`config.mk`:
```
export PLATFORM = sky130hd
export DESIGN_NAME = wash_phase_timer
export DESIGN_NICKNAME = d
export VERILOG_FILES = /design/src/rtl/wash_phase_timer_pkg.sv /design/src/rtl/wm_tick_prescaler.sv /design/src/rtl/wash_phase_timer.sv
export SDC_FILE = /design/constraint.sdc
export NUM_CORES = 1
export LEC_CHECK = 0
export CORE_MARGIN = 2
export CORE_UTILIZATION = 52
export CTS_CLUSTER_DIAMETER = 50
export DETAILED_ROUTE_END_ITERATION = 8
export HOLD_SLACK_MARGIN = 0.12
export PLACE_DENSITY = 0.71
export SYNTH_ARGS = -nofsm -noshare
export SYNTH_HDL_FRONTEND = slang
export SYNTH_SLANG_ARGS = --single-unit
export TNS_END_PERCENT = 50
```
`constraint.sdc`:
```
create_clock -name clk -period 7.1 [get_ports clk]
set_input_delay 1.42 -clock clk [delete_from_list [all_inputs] [get_ports clk]]
set_output_delay 1.42 -clock clk [all_outputs]
set_load 0.01 [all_outputs]
```
`src/rtl/wash_phase_timer_pkg.sv`:
```
// Shared definitions for the washing-machine controller and its phase timer.
// Provides state codes, clock-rate select encodings and default phase durations.
package wash_phase_timer_pkg;

  // Controller state codes, as driven on cur_state
  typedef enum logic [2:0] {
    ST_IDLE      = 3'b000,
    ST_FILLING   = 3'b001,
    ST_WASHING   = 3'b011,
    ST_RINSING   = 3'b111,
    ST_SPINNING  = 3'b110
  } wm_state_e;

  // Clock-rate select: cycles per second = CLK_FREQ_1 << clk_freq
  localparam logic [1:0] CLK_SEL_X1 = 2'b00;
  localparam logic [1:0] CLK_SEL_X2 = 2'b01;
  localparam logic [1:0] CLK_SEL_X4 = 2'b10;
  localparam logic [1:0] CLK_SEL_X8 = 2'b11;

  // Default parameter values
  localparam int unsigned DEF_CLK_FREQ_1 = 1_000_000;
  localparam int unsigned DEF_FILL_SEC   = 120;
  localparam int unsigned DEF_WASH_SEC   = 300;
  localparam int unsigned DEF_RINSE_SEC  = 120;
  localparam int unsigned DEF_SPIN_SEC   = 60;
  localparam int unsigned DEF_SEC_W      = 9;

endpackage

```
`src/rtl/wm_tick_prescaler.sv`:
```
// Divides clk down to a one-second wrap indication.
// Ports:
//   clk, rst_n  clock, async active-low reset
//   clr_i       synchronous clear of the prescaler (highest priority)
//   hold_i      freeze the prescaler, suppress the tick
//   clk_freq_i  rate select, terminal count = CLK_FREQ_1 << clk_freq_i
//   tick_c      combinational: prescaler wraps on the coming edge
module wm_tick_prescaler
  import wash_phase_timer_pkg::*;
#(
  parameter int unsigned CLK_FREQ_1 = DEF_CLK_FREQ_1
) (
  input  logic       clk,
  input  logic       rst_n,
  input  logic       clr_i,
  input  logic       hold_i,
  input  logic [1:0] clk_freq_i,
  output logic       tick_c
);

  localparam int unsigned PW = $clog2(8 * CLK_FREQ_1);

  logic [PW-1:0] presc_q;
  logic [PW-1:0] presc_d;
  logic [PW-1:0] tc_m1;
  logic          wrap;

  // Terminal count minus one for the selected rate
  always_comb begin
    tc_m1 = PW'((CLK_FREQ_1 << clk_freq_i) - 1);
  end

  // >= keeps the divider bounded if the rate is lowered mid-second
  assign wrap = (presc_q >= tc_m1);

  // Next-state: clear beats hold, hold beats the wrap
  always_comb begin
    presc_d = presc_q;
    tick_c  = 1'b0;
    if (clr_i) begin
      presc_d = '0;
    end else if (!hold_i) begin
      if (wrap) begin
        presc_d = '0;
        tick_c  = 1'b1;
      end else begin
        presc_d = presc_q + PW'(1);
      end
    end
  end

  always_ff @(posedge clk or negedge rst_n) begin
    if (!rst_n) begin
      presc_q <= '0;
    end else begin
      presc_q <= presc_d;
    end
  end

endmodule

```
`src/rtl/wash_phase_timer.sv`:
```
// Per-phase duration timer for the washing-machine controller.
// Counts seconds in the current phase and flags when the phase duration elapses.
// Ports:
//   clk, rst_n    clock, async active-low reset
//   cur_state     controller state code (selects the phase duration)
//   cnt_run       1 = count, 0 = clear timer on the next edge
//   cnt_stop      1 = freeze counting (spin pause)
//   clk_freq      rate select, cycles per second = CLK_FREQ_1 << clk_freq
//   state_finish  registered level: phase duration elapsed
//   sec_tick      registered one-cycle pulse per counted second
//   sec_left      combinational: seconds remaining in the phase
module wash_phase_timer
  import wash_phase_timer_pkg::*;
#(
  parameter int unsigned CLK_FREQ_1 = DEF_CLK_FREQ_1,
  parameter int unsigned FILL_SEC   = DEF_FILL_SEC,
  parameter int unsigned WASH_SEC   = DEF_WASH_SEC,
  parameter int unsigned RINSE_SEC  = DEF_RINSE_SEC,
  parameter int unsigned SPIN_SEC   = DEF_SPIN_SEC,
  parameter int unsigned SEC_W      = DEF_SEC_W
) (
  input  logic             clk,
  input  logic             rst_n,
  input  logic [2:0]       cur_state,
  input  logic             cnt_run,
  input  logic             cnt_stop,
  input  logic [1:0]       clk_freq,
  output logic             state_finish,
  output logic             sec_tick,
  output logic [SEC_W-1:0] sec_left
);

  logic [SEC_W-1:0] dur;
  logic [SEC_W-1:0] elapsed_q;
  logic [SEC_W-1:0] elapsed_d;
  logic             finish_q;
  logic             finish_d;
  logic             tick_q;
  logic             tick_d;
  logic             wrap_c;
  logic             last_sec;

  // Counting freezes while stopped or once the phase has finished
  wm_tick_prescaler #(
    .CLK_FREQ_1 (CLK_FREQ_1)
  ) u_prescaler (
    .clk        (clk),
    .rst_n      (rst_n),
    .clr_i      (!cnt_run),
    .hold_i     (cnt_stop || finish_q),
    .clk_freq_i (clk_freq),
    .tick_c     (wrap_c)
  );

  // Phase duration decode; idle and unused codes never finish
  always_comb begin
    dur = '0;
    case (cur_state)
      ST_FILLING:  dur = SEC_W'(FILL_SEC);
      ST_WASHING:  dur = SEC_W'(WASH_SEC);
      ST_RINSING:  dur = SEC_W'(RINSE_SEC);
      ST_SPINNING: dur = SEC_W'(SPIN_SEC);
      default:     dur = '0;
    endcase
  end

  // Extra bit so an elapsed counter at all-ones cannot alias a zero duration
  assign last_sec = (dur != '0) &&
                    (({1'b0, elapsed_q} + (SEC_W+1)'(1)) == {1'b0, dur});

  // Elapsed counter, finish flag and tick pulse
  always_comb begin
    elapsed_d = elapsed_q;
    finish_d  = finish_q;
    tick_d    = 1'b0;
    if (!cnt_run) begin
      elapsed_d = '0;
      finish_d  = 1'b0;
    end else if (wrap_c) begin
      elapsed_d = elapsed_q + SEC_W'(1);
      tick_d    = 1'b1;
      if (last_sec) begin
        finish_d = 1'b1;
      end
    end
  end

  always_ff @(posedge clk or negedge rst_n) begin
    if (!rst_n) begin
      elapsed_q <= '0;
      finish_q  <= 1'b0;
      tick_q    <= 1'b0;
    end else begin
      elapsed_q <= elapsed_d;
      finish_q  <= finish_d;
      tick_q    <= tick_d;
    end
  end

  assign state_finish = finish_q;
  assign sec_tick     = tick_q;

  // Remaining time, clamped when the duration drops below elapsed mid-phase
  assign sec_left = (dur > elapsed_q) ? (dur - elapsed_q) : '0;

endmodule

```
-- After elaboration in Yosys (flattened, before gate mapping)
Index checks and enable logic that the tools add are counted.
- output and inout port bits: 11
- bits in read-only memories: 0
- input port bits: 9
- bits in registers: 34
- bits in writable memories: 0
- bits in latches: 0
- memories: 0
- $mul: 0
- multiplexer cells: 15
- reductions and logical operators: 5
- bitwise operators: 0
- div/mod/pow operators: 0
- equal/unequal tests: 8
- shifts and indexed selects: 1
- add/sub/neg operators: 5
- magnitude comparators: 2
- operator list (kind ; number):
    $mux 23 ; 3
    $mux 9 ; 3
    $pmux 9 s3 ; 1
    $add 23x1->23 const B ; 1
    $ge 23x23->1 ; 1
    $shl 20x2->23 const A ; 1
    $sub 23x1->23 const B ; 1
    $add 9x1->10 const B ; 1
    $eq 10x9->1 ; 1
    $add 9x1->9 const B ; 1
    $gt 9x9->1 ; 1
    $reduce_bool 9->1 ; 1
    $sub 9x9->9 ; 1
    $mux 1 ; 8
    $eq 3x3->1 const B ; 2
    $ne 2x1->1 const B ; 2
    $eq 3x1->1 const B ; 1
    $eq 3x2->1 const B ; 1
    $ne 2x2->1 const B ; 1
    $reduce_and 2->1 ; 1
    $reduce_or 2->1 ; 1
    $logic_and 1x1->1 ; 1
    $logic_or 1x1->1 ; 1

-- Logic depth before layout (Yosys ltp)
- depth in word-level cells: 8
- mapped depth: 13
- depth with buffers taken out: 11

-- Modules after synthesis
Synthesis repeated with hierarchy kept, for this count alone.
- cell total of the unflattened synthesis: 368
- area, all modules: 3350.7 µm²
- by module, submodules not included (module ; seq. area each (µm²) ; area each (µm²) ; cells each ; instances):
    wm_tick_prescaler ; 575.6 ; 2060.7 ; 218 ; 1
    wash_phase_timer ; 275.3 ; 1290.0 ; 150 ; 1

-- Worst setup path before layout
OpenSTA, ideal clock, no wires.
- kind: input port to output port
- start: in cur_state[2]
- end: out sec_left[8]
- stages: 9
- path buffers: 0
- slack: 2450 ps
- data arrival time: 3230 ps
- cells stage by stage: nand2b_1 -> a21oi_1 -> ha_1 -> a21o_1 -> a21oi_1 -> o21bai_1 -> a2111oi_0 -> a31oi_1 -> a21oi_1
- cells in the longest elaborated chain, start to end: 5
- elaborated cells between the ends (all ways): 9
- RTL lines (element ; RTL line ; text):
    start: declaration ; wash_phase_timer.sv:24 ; input logic [2:0] cur_state,
    $eq 3x3->1 / $eq 3x1->1 (equally long branches) ; wash_phase_timer.sv:58 ; case (cur_state)
    $reduce_or 2->1 (no source line) ; -- ;
    $pmux 9 s3 * ; wash_phase_timer.sv:58 ;
    $sub 9x9->9 / $gt 9x9->1 (equally long branches) ; wash_phase_timer.sv:104 ; assign sec_left = (dur > elapsed_q) ? (dur - elapsed_q) : '0;
    $mux 9 * ; wash_phase_timer.sv:104 ;
    end: declaration ; wash_phase_timer.sv:30 ; output logic [SEC_W-1:0] sec_left
Every way passes the cells marked *; elsewhere a longest branch is shown, timed or not.

-- Worst setup path after layout
Same ends and word-level chain as after synthesis.

==> flow_metrics.tcl <==
set metrics [dict create \
    grt_max_degree 35 \
    portBuffers 19 \
    finalCritPeriodShare_pct 82.9 \
    hold_class "reg -> reg" \
    dieHeight_um 80.5 \
    maxSlewHeadroom_pct 14.1 \
    post_synth.cell_area_avg_um2 7.82 \
    die_w_um 80.5 \
    synth_area_leader_cell "dfrtp_1" \
    drv_cap 0 \
    r2r_setup_slack_ns 4.27 \
    rows 27 \
    syn_to_final_growth_pct 11.1 \
    power_density_nw_per_um2 127 \
    finalHoldViolations 0 \
    synth-edff-count 0 \
    drive_gt1_share_pct 4.94 \
    worst_slew_pin_slew_ns 1.28 \
    antenna_cells 0 \
    rr_worst_depth 8 \
    start_kind "primary input" \
    p_clk_share_pct 34.4 \
    synth_nets 432 \
    drt-met1-wl_um 3760 \
    period_minus_slack_ns 5.89 \
    grt_pass1_vias 2614 \
    synth.area.top_cells "dfrtp_1, ha_1, a21oi_1" \
    ant_nets 0 \
    synth_seq_cells 34 \
    via_per_inst 6.13 \
    ys_seq_area_share_pct 28.0 \
    grt_util_all_layers_pct 24.1 \
    initial_core_util_pct 54.6 \
    cts.sinks 34 \
    whs_path_depth 2 \
    clk_latency_ns 0.29 \
    netlist_instances 389 \
    synth_area_um2 3040 \
    clockBufferDepth 2 \
    initialDrtViolationCount 202 \
    h-tree-depth 2 \
    wl_met2_um 3050 \
    clkTransAtPathRegs_ns 0.06 \
    total_leakage_power_nw 1.41 \
    required_ns 5.68 \
    vias 2926 \
    maxSlewViolCount 0 \
    antenna_found_initial 0 \
    synthArstFlopShare_pct 100 \
    hpwl_um 5380 \
    p_sw_share_pct 28.2 \
    grt_pass1_wl_um 12400 \
    wl_met3_um 346 \
    power.switching_mw 0.121 \
    cts_hold_buf 0 \
    synth_ff_type "dfrtp_1" \
    die_area_um2 6480 \
    internal_power_mw 0.308 \
    overflow 0 \
    synthDistinctLibCells 49 \
    ir_worst_vdd_mv 0.0877 \
    fin_skew_ns 0.00835 \
    root_buffer "clkbuf_8" \
    ctsResizeCount 0 \
    achievable-frequency_mhz 170 \
    postCtsSetupBuffers 0 \
    synth-warning-count 0 \
    power_frac_comb_pct 20.0 \
    finalPower_mw 0.429 \
    crit_fanout 4 \
    fin_tns_setup_ns 0 \
    placed_area_um2 3290 \
    cts_tree "done" \
    worstSetupPathType "in -> out" \
    highest-signal-layer "met4" \
    ios 20 \
    cts_inserted_buffers 5 \
    cp-end-kind "output pin" \
    synth_top_area_share_pct 28.0 \
    final_nets 447 \
    sequentialPowerShare_pct 45.6 \
    core_area_um2 5570 \
    finalSetupViolations 0 \
    drc 0 \
    crit_arrival_ns 4.47 \
    outcome "complete, no violations" \
    drt-pass1-iter-count 6 \
    place_congestion 0.867 \
    rsz0062_at_grt "false" \
    wire_per_inst_um 15.2 \
    design_area_um2 3380 \
    wirelength_um 7230 \
]
## cell usage in the layout, fill, tap and decap left out, types with 3 or more instances in the layout
cell             instances
a21o_1                   3
a21oi_1                 31
and3_1                   3
buf_4                    3
clkbuf_8                 6
clkdlybuf4s50_1         19
dfrtp_1                 34
ha_1                    34
inv_1                   38
mux2i_1                  4
nand2_1                 40
nand3_1                 29
nand3b_1                 3
nand4_1                 12
nand4b_1                 4
nor2_1                  30
nor3_1                  11
nor4_1                   6
o211ai_1                 4
o21a_1                   5
o21ai_0                 24
o31ai_1                  6
or2_2                    3
or3_1                    4
or4_1                    6
xnor2_1                 10
## layer usage
layer  global-route usage [%]  up-vias
met5                        0        -
met4                     4.75        0
met3                     3.60        9
met2                     36.5       78
met1                     36.5     1401
li1                         -     1438
## power by group through the flow
stage               logic [mW]  clock network, mW  registers, mW
finish                  0.0860              0.148          0.196
global route            0.0951              0.160          0.196
CTS                     0.0858              0.150          0.196
detailed placement      0.0853                  0          0.200
global placement        0.0841                  0          0.199
floorplan               0.0531                  0          0.199
## path summary, 6_finish.rpt
path | start | end
setup / recovery | cur_state[2] | sec_left[8]
max in group asynchronous | rst_n | u_prescaler.presc_q[22]$_DFFE_PN0P_
hold reg to reg | u_prescaler.presc_q[22]$_DFFE_PN0P_ | u_prescaler.presc_q[22]$_DFFE_PN0P_
hold / removal | u_prescaler.presc_q[22]$_DFFE_PN0P_ | u_prescaler.presc_q[22]$_DFFE_PN0P_
setup reg to reg | u_prescaler.presc_q[12]$_DFFE_PN0P_ | u_prescaler.presc_q[20]$_DFFE_PN0P_
min in group asynchronous | rst_n | elapsed_q[1]$_DFFE_PN0P_
## area by class of cell
type                            count  area, µm²
Inverter                           38        143
Clock inverter                      1       5.00
Fill cell                         510       2190
Timing Repair Buffer               22        213
Multi-Input combinational cell    303       1990
Clock buffer                        7       86.3
Sequential cell                    34        851
Tap cell                           72       90.1
## worst max-delay path, stage by stage
cell and delay [ns]:
clkdlybuf4s50_1 0.47, nand2b_1 0.22, a21oi_1 0.23, ha_1 0.31
a21o_1 0.19, a21oi_1 0.22, o21bai_1 0.13, a2111oi_0 0.50
a31oi_1 0.08, a21oi_1 0.15, clkdlybuf4s50_1 0.55
## through the flow
step,util (%),cells,hold WS (ns),setup slack [ns]
2_1_floorplan,-,389,0.501,2.45
3_3_place_gp,59.0,469,0.539,1.39
3_5_place_dp,59.0,469,0.550,1.32
4_1_cts,60.6,477,0.565,1.30
5_1_grt,60.6,477,0.617,0.979
6_report,60.6,477,0.571,1.21
## cells in the mapped netlist, types with 2 or more instances
| master | instances |
|---|---|
| buf_2 | 3 |
| o21bai_1 | 2 |
| o21ai_0 | 24 |
| nand3b_1 | 3 |
| xor2_1 | 2 |
| nor4b_1 | 2 |
| nand4b_1 | 4 |
| dfrtp_1 | 34 |
| a311oi_1 | 2 |
| nand4_1 | 12 |
| mux2i_1 | 4 |
| o21a_1 | 5 |
| nand2_1 | 40 |
| nand3_1 | 29 |
| nand2b_1 | 2 |
| xnor2_1 | 10 |
| a21o_1 | 3 |
| a21oi_1 | 31 |
| a2111oi_0 | 2 |
| clkbuf_1 | 10 |
| nor2_1 | 30 |
| or4_1 | 6 |
| and4_1 | 2 |
| o31ai_1 | 6 |
| nor4_1 | 6 |
| a31oi_1 | 2 |
| o211ai_1 | 4 |
| and3_1 | 3 |
| nor3_1 | 11 |
| ha_1 | 34 |
| or2_2 | 3 |
| or3_1 | 4 |
| inv_1 | 38 |
## flip-flops by register name, summed over array words and instances (netlist names)
register and count:
elapsed_q 9, u_prescaler.presc_q 23, state_finish 1, sec_tick 1
## cells by family (layout without fill, tap and decap cells)
family / count (synthesis) / in the layout / share of synthesized area [%]
mux: 4 / 4 / 1.32
compound gates: 92 / 92 / 19.4
xor+xnor: 12 / 12 / 3.46
fa+ha+maj: 34 / 34 / 14.0
simple gates: 161 / 161 / 27.1
buf+inv: 52 / 68 / 6.79
flops: 34 / 34 / 28.0
No activity file was read; power rests on OpenSTA's default activity.
